File: config.mk
export PLATFORM = sky130hd
export DESIGN_NAME = vga_sync_decoder
export DESIGN_NICKNAME = d
export VERILOG_FILES = /design/src/rtl/vga_timing_pkg.sv /design/src/rtl/sync_measure.sv /design/src/rtl/vga_sync_decoder.sv
export SDC_FILE = /design/constraint.sdc
export NUM_CORES = 1
export LEC_CHECK = 0
export CAP_MARGIN = 20
export CORE_ASPECT_RATIO = 0.6
export CORE_MARGIN = 10
export CORE_UTILIZATION = 25
export CTS_CLUSTER_SIZE = 10
export DETAILED_ROUTE_END_ITERATION = 7
export PLACE_DENSITY = 0.51
export SLEW_MARGIN = 5
export SYNTH_ARGS = -nofsm -noshare
export SYNTH_HDL_FRONTEND = slang
export SYNTH_SLANG_ARGS = --single-unit
File: constraint.sdc
create_clock -name clk40 -period 6.2 [get_ports clk40]
set_input_delay 0.93 -clock clk40 [delete_from_list [all_inputs] [get_ports clk40]]
set_output_delay 0.93 -clock clk40 [all_outputs]
set_load 0.01 [all_outputs]
File: src/rtl/vga_timing_pkg.sv
// Shared lock-FSM state type, counter limits and the 800x600@60 reference timing.
package vga_timing_pkg;

  typedef enum logic [1:0] {
    SEARCH  = 2'd0,
    ACQUIRE = 2'd1,
    LOCKED  = 2'd2
  } lock_state_t;

  localparam int unsigned VGA_H_TOTAL = 1056;
  localparam int unsigned VGA_H_SYNC  = 128;
  localparam int unsigned VGA_H_BACK  = 88;
  localparam int unsigned VGA_V_TOTAL = 628;
  localparam int unsigned VGA_V_SYNC  = 4;
  localparam int unsigned VGA_V_BACK  = 23;

  localparam logic [10:0] CNT_MAX = '1;

endpackage

File: src/rtl/sync_measure.sv
// Edge detect, saturating position counter, and pulse-width / period latch for one sync axis.
module sync_measure
  import vga_timing_pkg::*;
#(
  parameter bit SYNC_POL = 1'b1
) (
  input  logic        i_clk,
  input  logic        i_rst_n,
  input  logic        i_s1,
  input  logic        i_s2,
  input  logic        i_step,
  output logic        o_lead,
  output logic [10:0] o_count,
  output logic [10:0] o_total,
  output logic [10:0] o_width,
  output logic        o_mismatch,
  output logic        o_sat
);

  logic        w_lead;
  logic        w_trail;
  logic        w_sat;
  logic [10:0] w_next;
  logic [10:0] r_count;
  logic [10:0] r_total;
  logic [10:0] r_width;

  assign w_lead  = (i_s1 == SYNC_POL) && (i_s2 != SYNC_POL);
  assign w_trail = (i_s1 != SYNC_POL) && (i_s2 == SYNC_POL);
  assign w_sat   = (r_count == CNT_MAX);
  // Count is zero-based from the leading edge, so period and width are count+1.
  assign w_next  = w_sat ? CNT_MAX : r_count + 11'd1;

  always_ff @(posedge i_clk or negedge i_rst_n) begin
    if (!i_rst_n) begin
      r_count <= '0;
      r_total <= '0;
      r_width <= '0;
    end else begin
      if (w_lead)
        r_count <= '0;
      else if (i_step && !w_sat)
        r_count <= r_count + 11'd1;
      if (w_lead)
        r_total <= w_next;
      if (w_trail)
        r_width <= w_next;
    end
  end

  assign o_lead     = w_lead;
  assign o_count    = r_count;
  assign o_total    = r_total;
  assign o_width    = r_width;
  assign o_mismatch = w_lead && (w_next != r_total);
  assign o_sat      = w_sat;

endmodule

File: src/rtl/vga_sync_decoder.sv
// VGA sync timing recovery, lock tracking and active-pixel capture.
// Optional per-frame pixel checksum enabled by defining VGA_SYNC_DECODER_CHECKSUM_EN.
module vga_sync_decoder
  import vga_timing_pkg::*;
#(
  parameter int unsigned H_BACK      = VGA_H_BACK,
  parameter int unsigned H_ACTIVE    = 800,
  parameter int unsigned V_BACK      = VGA_V_BACK,
  parameter int unsigned V_ACTIVE    = 600,
  parameter int unsigned SYNC_POL    = 1,
  parameter int unsigned LOCK_FRAMES = 2
) (
  input  logic        clk40,
  input  logic        rst_n,
  input  logic        hsync,
  input  logic        vsync,
  input  logic [3:0]  red,
  input  logic [3:0]  green,
  input  logic [3:0]  blue,
  output logic [3:0]  pixR,
  output logic [3:0]  pixG,
  output logic [3:0]  pixB,
  output logic [9:0]  pixX,
  output logic [9:0]  pixY,
  output logic        pixValid,
  output logic        frameStart,
  output logic        locked,
  output logic [10:0] hTotal,
  output logic [10:0] vTotal,
  output logic [15:0] frameSum
);

  localparam bit         LP_POL  = (SYNC_POL != 0);
  localparam logic [7:0] LP_LOCK = 8'(LOCK_FRAMES);

  logic        r_hs1, r_vs1, r_hs2, r_vs2;
  logic [11:0] r_rgb1, r_rgb2, r_pix_rgb;
  logic        w_h_lead, w_v_lead, w_h_mis, w_v_mis, w_h_sat, w_v_sat;
  logic [10:0] w_hcount, w_vcount, w_hwidth, w_vwidth;
  logic [12:0] w_h_lo, w_h_hi, w_v_lo, w_v_hi;
  logic [9:0]  w_x, w_y;
  logic        w_active;
  logic        r_act1, r_pix_valid, r_frame_start;
  logic [9:0]  r_x1, r_y1, r_pix_x, r_pix_y;

  lock_state_t r_state, w_state_nxt;
  logic [7:0]  r_good, w_good_nxt;
  logic        r_bad, w_bad_nxt;

  always_ff @(posedge clk40 or negedge rst_n) begin
    if (!rst_n) begin
      r_hs1  <= 1'b0;
      r_vs1  <= 1'b0;
      r_hs2  <= 1'b0;
      r_vs2  <= 1'b0;
      r_rgb1 <= '0;
    end else begin
      r_hs1  <= hsync;
      r_vs1  <= vsync;
      r_hs2  <= r_hs1;
      r_vs2  <= r_vs1;
      r_rgb1 <= {red, green, blue};
    end
  end

  sync_measure #(.SYNC_POL(LP_POL)) u_hmeas (
    .i_clk(clk40), .i_rst_n(rst_n), .i_s1(r_hs1), .i_s2(r_hs2), .i_step(1'b1),
    .o_lead(w_h_lead), .o_count(w_hcount), .o_total(hTotal), .o_width(w_hwidth),
    .o_mismatch(w_h_mis), .o_sat(w_h_sat)
  );

  sync_measure #(.SYNC_POL(LP_POL)) u_vmeas (
    .i_clk(clk40), .i_rst_n(rst_n), .i_s1(r_vs1), .i_s2(r_vs2), .i_step(w_h_lead),
    .o_lead(w_v_lead), .o_count(w_vcount), .o_total(vTotal), .o_width(w_vwidth),
    .o_mismatch(w_v_mis), .o_sat(w_v_sat)
  );

  assign w_h_lo   = 13'(w_hwidth) + 13'(H_BACK);
  assign w_h_hi   = w_h_lo + 13'(H_ACTIVE);
  assign w_v_lo   = 13'(w_vwidth) + 13'(V_BACK);
  assign w_v_hi   = w_v_lo + 13'(V_ACTIVE);
  assign w_active = (13'(w_hcount) >= w_h_lo) && (13'(w_hcount) < w_h_hi) &&
                    (13'(w_vcount) >= w_v_lo) && (13'(w_vcount) < w_v_hi);
  assign w_x      = 10'(w_hcount - w_hwidth - 11'(H_BACK));
  assign w_y      = 10'(w_vcount - w_vwidth - 11'(V_BACK));

  always_ff @(posedge clk40 or negedge rst_n) begin
    if (!rst_n) begin
      r_state <= SEARCH;
      r_good  <= '0;
      r_bad   <= 1'b0;
    end else begin
      r_state <= w_state_nxt;
      r_good  <= w_good_nxt;
      r_bad   <= w_bad_nxt;
    end
  end

  // The first frame after acquisition is only a reference; it is never counted as stable.
  always_comb begin
    w_state_nxt = r_state;
    w_good_nxt  = r_good;
    w_bad_nxt   = r_bad | w_h_mis;
    case (r_state)
      SEARCH: begin
        if (w_v_lead) begin
          w_state_nxt = ACQUIRE;
          w_good_nxt  = '0;
          w_bad_nxt   = 1'b1;
        end
      end
      ACQUIRE: begin
        if (w_v_lead) begin
          w_bad_nxt = 1'b0;
          if (r_bad || w_h_mis || w_v_mis) begin
            w_good_nxt = '0;
          end else if (r_good + 8'd1 >= LP_LOCK) begin
            w_state_nxt = LOCKED;
            w_good_nxt  = '0;
          end else begin
            w_good_nxt = r_good + 8'd1;
          end
        end
      end
      LOCKED: begin
        if (w_h_mis || w_v_mis)
          w_state_nxt = SEARCH;
      end
      default: w_state_nxt = SEARCH;
    endcase
    if (w_h_sat || w_v_sat) begin
      w_state_nxt = SEARCH;
      w_good_nxt  = '0;
    end
  end

  assign locked = (r_state == LOCKED);

  always_ff @(posedge clk40 or negedge rst_n) begin
    if (!rst_n) begin
      r_act1        <= 1'b0;
      r_rgb2        <= '0;
      r_x1          <= '0;
      r_y1          <= '0;
      r_pix_valid   <= 1'b0;
      r_pix_x       <= '0;
      r_pix_y       <= '0;
      r_pix_rgb     <= '0;
      r_frame_start <= 1'b0;
    end else begin
      r_act1        <= w_active && locked;
      r_rgb2        <= r_rgb1;
      r_x1          <= w_x;
      r_y1          <= w_y;
      r_pix_valid   <= r_act1;
      r_frame_start <= w_v_lead;
      if (r_act1) begin
        r_pix_x   <= r_x1;
        r_pix_y   <= r_y1;
        r_pix_rgb <= r_rgb2;
      end
    end
  end

  assign pixValid   = r_pix_valid;
  assign pixX       = r_pix_x;
  assign pixY       = r_pix_y;
  assign pixR       = r_pix_rgb[11:8];
  assign pixG       = r_pix_rgb[7:4];
  assign pixB       = r_pix_rgb[3:0];
  assign frameStart = r_frame_start;

`ifdef VGA_SYNC_DECODER_CHECKSUM_EN
  logic [15:0] r_acc, r_sum;

  always_ff @(posedge clk40 or negedge rst_n) begin
    if (!rst_n) begin
      r_acc <= '0;
      r_sum <= '0;
    end else if (w_v_lead) begin
      r_sum <= r_acc;
      r_acc <= '0;
    end else if (r_act1) begin
      r_acc <= r_acc + 16'(r_rgb2);
    end
  end

  assign frameSum = r_sum;
`else
  assign frameSum = '0;
`endif

endmodule

# Yosys cells after proc, flatten, opt, wreduce, memory -nomap -nowiden
# Index checks and enable logic that the tools add are counted.
dict set report op_classes {
  n_addsub 11
  order_cmp 5
  eq_ne 12
  mux 22
  bitwise 5
  reduce_logical 21
}
# op count
set ops {}
lappend ops {{two-way mux 11 bit} 6}
lappend ops {{two-way mux 8 bit} 5}
lappend ops {{adder 12 x 10 -> 13 bit, second input constant} 2}
lappend ops {{less-than comparator 11 x 13 -> 1 bit} 2}
lappend ops {{greater-or-equal comparator 11 x 12 -> 1 bit} 2}
lappend ops {{adder 11 x 1 -> 11 bit, second input constant} 2}
lappend ops {{== test 11 bit, second input constant} 2}
lappend ops {{!= test 11 bit} 2}
lappend ops {{subtractor 10 bit} 2}
lappend ops {{case mux 8 bit (2 select lines)} 1}
lappend ops {{adder 11 x 5 -> 12 bit, second input constant} 1}
lappend ops {{adder 11 x 7 -> 12 bit, second input constant} 1}
lappend ops {{two-way mux 2 bit} 6}
lappend ops {{logical AND 1 bit} 11}
lappend ops {{subtractor 10 x 5 -> 10 bit, second input constant} 1}
lappend ops {{subtractor 10 x 7 -> 10 bit, second input constant} 1}
lappend ops {{adder 8 x 1 -> 8 bit, second input constant} 1}
lappend ops {{greater-or-equal comparator 8 x 2 -> 1 bit, second input constant} 1}
lappend ops {{!= test 3 x 2 -> 1 bit, second input constant} 2}
lappend ops {{!= test 3 bit, second input constant} 2}
lappend ops {{case mux 2 bit (3 select lines)} 1}
lappend ops {{AND reduction 5 bit} 1}
lappend ops {{logical OR 1 bit} 4}
lappend ops {{inverter 1 bit} 4}
lappend ops {{other kinds (12)} 13}
dict set report word_totals {
  ff_bits 160
  out_inout_bits 73
  elab_cells 99
}

# Longest topological paths before layout
dict set report depth {
  word_depth 10
  mapped_depth 15
  ltp_nobuf 15
}

# By module
# From an unflattened synthesis, not the netlist that was laid out.
dict set report hier_totals {
  cells_unflattened 971
  area_unflattened_um2 9507.9
}
# module instances cells_each area_per_inst_um2 seq_area_each_um2
set modules_own_cells {}
lappend modules_own_cells {vga_sync_decoder 1 527 5627.9 2352.3}
lappend modules_own_cells {{sync_measure at u_hmeas} 1 226 1949.4 825.8}
lappend modules_own_cells {{sync_measure at u_vmeas} 1 218 1930.6 825.8}

# Worst setup path after synthesis
# No wires, ideal clock.
dict set report synth_path {
  path_kind {reg-to-reg}
  from {reg u_vmeas.r_width[2] (netlist: u_vmeas.o_width[2])}
  to {reg r_act1}
  setup_time_ns 0.086
  arrival_time_ns 2.833
  t_required_ns 6.114
  slack_ns 3.281
  path_stages_with_launch 13
  path_buffers 0
  cell_sequence {dfrtp_1 or3_1 a21oi_1 xor2_1 a21o_1 and2_1 o31ai_1 xor2_1 ha_1 or4_1 nor2_1 o221ai_1 nor3_1}
}
dict set report synth_between {
  elab_chain_cells 5
  elab_cells_between_ends 7
}
# item line
set synth_rtl {}
lappend synth_rtl {{start, declared} sync_measure.sv:26} ;# logic [10:0] r_width;
lappend synth_rtl {{start signal, assigned} sync_measure.sv:47} ;# r_width <= w_next;
lappend synth_rtl {{adder 11 x 5 -> 12 bit *} vga_sync_decoder.sv:80} ;# assign w_v_lo = 13'(w_vwidth) + 13'(V_BACK);
lappend synth_rtl {{adder 12 x 10 -> 13 bit / greater-or-equal comparator 11 x 12 -> 1 bit (equally long branches)} {vga_sync_decoder.sv:81, vga_sync_decoder.sv:83}}
lappend synth_rtl {{less-than comparator 11 x 13 -> 1 bit / logical AND 1 bit (equally long branches)} {vga_sync_decoder.sv:83, vga_sync_decoder.sv:82}}
lappend synth_rtl {{logical AND 1 bit *} vga_sync_decoder.sv:83} ;# (13'(w_vcount) >= w_v_lo) && (13'(w_vcount) < w_v_hi);
lappend synth_rtl {{logical AND 1 bit *} vga_sync_decoder.sv:151} ;# r_act1 <= w_active && locked;
lappend synth_rtl {{end signal, assigned} vga_sync_decoder.sv:151}
lappend synth_rtl {{end, declared} vga_sync_decoder.sv:43} ;# logic r_act1, r_pix_valid, r_frame_start;
# Every way passes the cells marked *; elsewhere a longest branch is shown, timed or not.
# A chain may end at the register's enable or synchronous reset.

# Final worst setup path
# Ends and elaborated chain as after synthesis.

==> impl_metrics.tcl <==
set metrics [dict create \
    place_ws_ns 2.99 \
    drt-initial-drc-count 482 \
    arrival_ns 3.58 \
    seq_area_frac_synth 0.456 \
    pwr-share-seq 0.422 \
    clk_pin_slew_ns 0.07 \
    period_needed_ns 3.22 \
    synthCells 867 \
    endpoint_kind "flip-flop" \
    gp_congestion 0.838 \
    die_y_um 165 \
    synth-edff-count 0 \
    cts.sink_count 160 \
    reg2reg_setup_slack_ns 2.98 \
    dieWidth_um 262 \
    rows 53 \
    overflow 0 \
    routed_wl_um 21500 \
    setup_violations 0 \
    via_per_inst 4.39 \
    clock_latency_ns 0.45 \
    cts_htree_levels 4 \
    cts_tree "yes" \
    critPathLaunchType "flip-flop" \
    synth.distinct_cells 70 \
    max_freq_ghz 0.310 \
    hp-class "flip-flop to flip-flop" \
    yosysWarnings 0 \
    ant_nets 0 \
    stdcell_count 1418 \
    synth_top_area_share 0.456 \
    switching_share 0.322 \
    grt_pass1_wl_um 34900 \
    grt_max_degree 62 \
    vias 6223 \
    synth_flop_cell "dfrtp_1" \
    finalCritPeriodShare 0.520 \
    yosysMostFrequentCell "dfrtp_1" \
    hold_buffers 0 \
    cts-resized-gates 0 \
    wl_per_cell_um 15.2 \
    io_pins 89 \
    dieArea_um2 43200 \
    netlist_top_cells_count "160 x dfrtp_1, 89 x nand2_1, 73 x ha_1" \
    cts-root-buf "clkbuf_16" \
    grt_pass1_vias 6084 \
    worstPathMaxFanout 6 \
    crit_required_ns 6.55 \
    placed_cells 1386 \
    grt_use_total 0.104 \
    finalInstanceArea_um2 10500 \
    status "finished clean" \
    final_layout_size_suffix_gt1_frac 0.0862 \
    path_class "flip-flop to flip-flop" \
    power_density_nw_per_um2 275 \
    dr.pass1.iters 5 \
    slew_viol_final 0 \
    syn-cell-area_um2 8770 \
    power.total_mw 2.90 \
    areaGrowthSynthToFinish_pct 20.0 \
    post_cts_buffers 0 \
    power_frac_clock 0.365 \
    nets 1032 \
    dp_hpwl_um 16200 \
    finalHoldViolCount 0 \
    tightest_slew_ns 0.908 \
    antenna-diode-count 0 \
    ys_async_sr_fraction 1.00 \
    p_comb_frac 0.213 \
    ir_drop_mv 0.200 \
    coreArea_um2 34800 \
    antenna_found_initial 0 \
    syn_area_per_cell_um2 10.1 \
    portBuffers 72 \
    slew_headroom 0.395 \
    p_sw_mw 0.933 \
    cts_buffer_depth 2 \
    drv_cap 0 \
    skew_ns 0.0187 \
    synth_area_leaders "dfrtp_1 46%, ha_1 10%, xnor2_1 4.2%" \
    setup_slack_ns 2.98 \
    drc 0 \
    ys_ff_latch 160 \
    numCtsBuffers 17 \
    synth_top_area_cell "dfrtp_1" \
    placed_area_um2 9950 \
    fin_tns_setup_ns 0 \
    grt_setup_unrepaired "false" \
    initial_core_util 0.252 \
    internal_power_mw 1.97 \
    p_leak_nw 4.75 \
]
## final timing paths
kind,from,to,cells after the start
setup reg to reg,u_vmeas.o_width[2]$_DFFE_PN0P_,r_act1$_DFF_PN0_,11
setup / recovery,u_vmeas.o_width[2]$_DFFE_PN0P_,r_act1$_DFF_PN0_,11
hold / removal,r_rgb1[6]$_DFF_PN0_,r_rgb2[6]$_DFF_PN0_,0
max in group asynchronous,rst_n,r_pix_rgb[1]$_DFFE_PN0P_,2
min in group asynchronous,rst_n,r_vs2$_DFF_PN0_,1
hold reg to reg,r_rgb1[6]$_DFF_PN0_,r_rgb2[6]$_DFF_PN0_,0
## cells in the final DEF, fill, tap and decap left out, types with 16 or more instances in the layout
cell type / instances
clkbuf_16: 17
nor2_1: 62
xor2_1: 28
inv_1: 70
conb_1: 16
xnor2_1: 42
nand3_1: 16
ha_1: 73
clkdlybuf4s50_1: 71
a21oi_1: 29
dfrtp_1: 159
mux2_2: 32
nand2_1: 89
o21ai_0: 58
## cell type report
class / count / area (um2)
Tap cell: 467 / 584
Timing Repair Buffer: 78 / 767
Clock buffer: 18 / 429
Sequential cell: 160 / 4010
Clock inverter: 14 / 150
Fill cell: 3636 / 24300
Inverter: 72 / 270
Multi-Input combinational cell: 609 / 4320
## layer usage
metal / part of all wire / global-route usage / wire, um
met1: 0.53 / 0.157 / 11500
met2: 0.39 / 0.135 / 8410
met3: 0.062 / 0.0304 / 1340
met4: 0.012 / 0.0343 / 255
met5: 0 / 0 / 0
## critical path, cell delays in order (launching register included)
cell,delay [ns]
dfrtp_1,0.42
or3_1,0.42
a21oi_1,0.24
nor2_1,0.13
xnor2_1,0.45
o31ai_1,0.16
xor2_1,0.17
ha_1,0.21
or4_1,0.48
nor2_1,0.12
o221ai_1,0.12
nor3_1,0.21
## sequential cells by signal, summed over array words and instances, names as in the netlist, 2 cells and up
register and flops:
r_pix_rgb 12, r_rgb1 12, r_rgb2 12, u_hmeas.o_count 11
u_hmeas.o_total 11, u_hmeas.o_width 11, u_vmeas.o_count 11, u_vmeas.o_total 11
u_vmeas.o_width 11, pixX 10, pixY 10, r_x1 10
r_y1 10, r_good 8, r_state 2
## cell families (layout without fill, tap and decap cells)
kind of cell,Yosys count,count (layout),synth area share
xor gates and xnor gates,70,70,0.0699
and+or+nand+nor,244,244,0.133
AOI/OAI and AO/OA,166,166,0.123
other,1,16,0.000427
buffers and inverters,113,182,0.0578
adders and majority gates,79,79,0.117
DFF,160,160,0.456
muxes,34,34,0.0433
## power by group through the flow
stage,clock (mW),sequential [mW],combinational (mW)
2_1_floorplan,0,1.23,0.424
3_3_place_gp,0,1.24,0.621
3_5_place_dp,0,1.24,0.625
4_1_cts,1.10,1.22,0.629
5_1_grt,1.14,1.24,0.704
6_report,1.06,1.22,0.617
## per-stage QoR
| step | hold WS [ns] | util |
|---|---|---|
| 2_1_floorplan | 0.331 | - |
| 3_3_place_gp | 0.331 | 0.286 |
| 3_5_place_dp | 0.336 | 0.286 |
| 4_1_cts | 0.351 | 0.302 |
| 5_1_grt | 0.354 | 0.302 |
| 6_report | 0.348 | 0.302 |
Note: power is estimated with default switching activity, not from simulation.
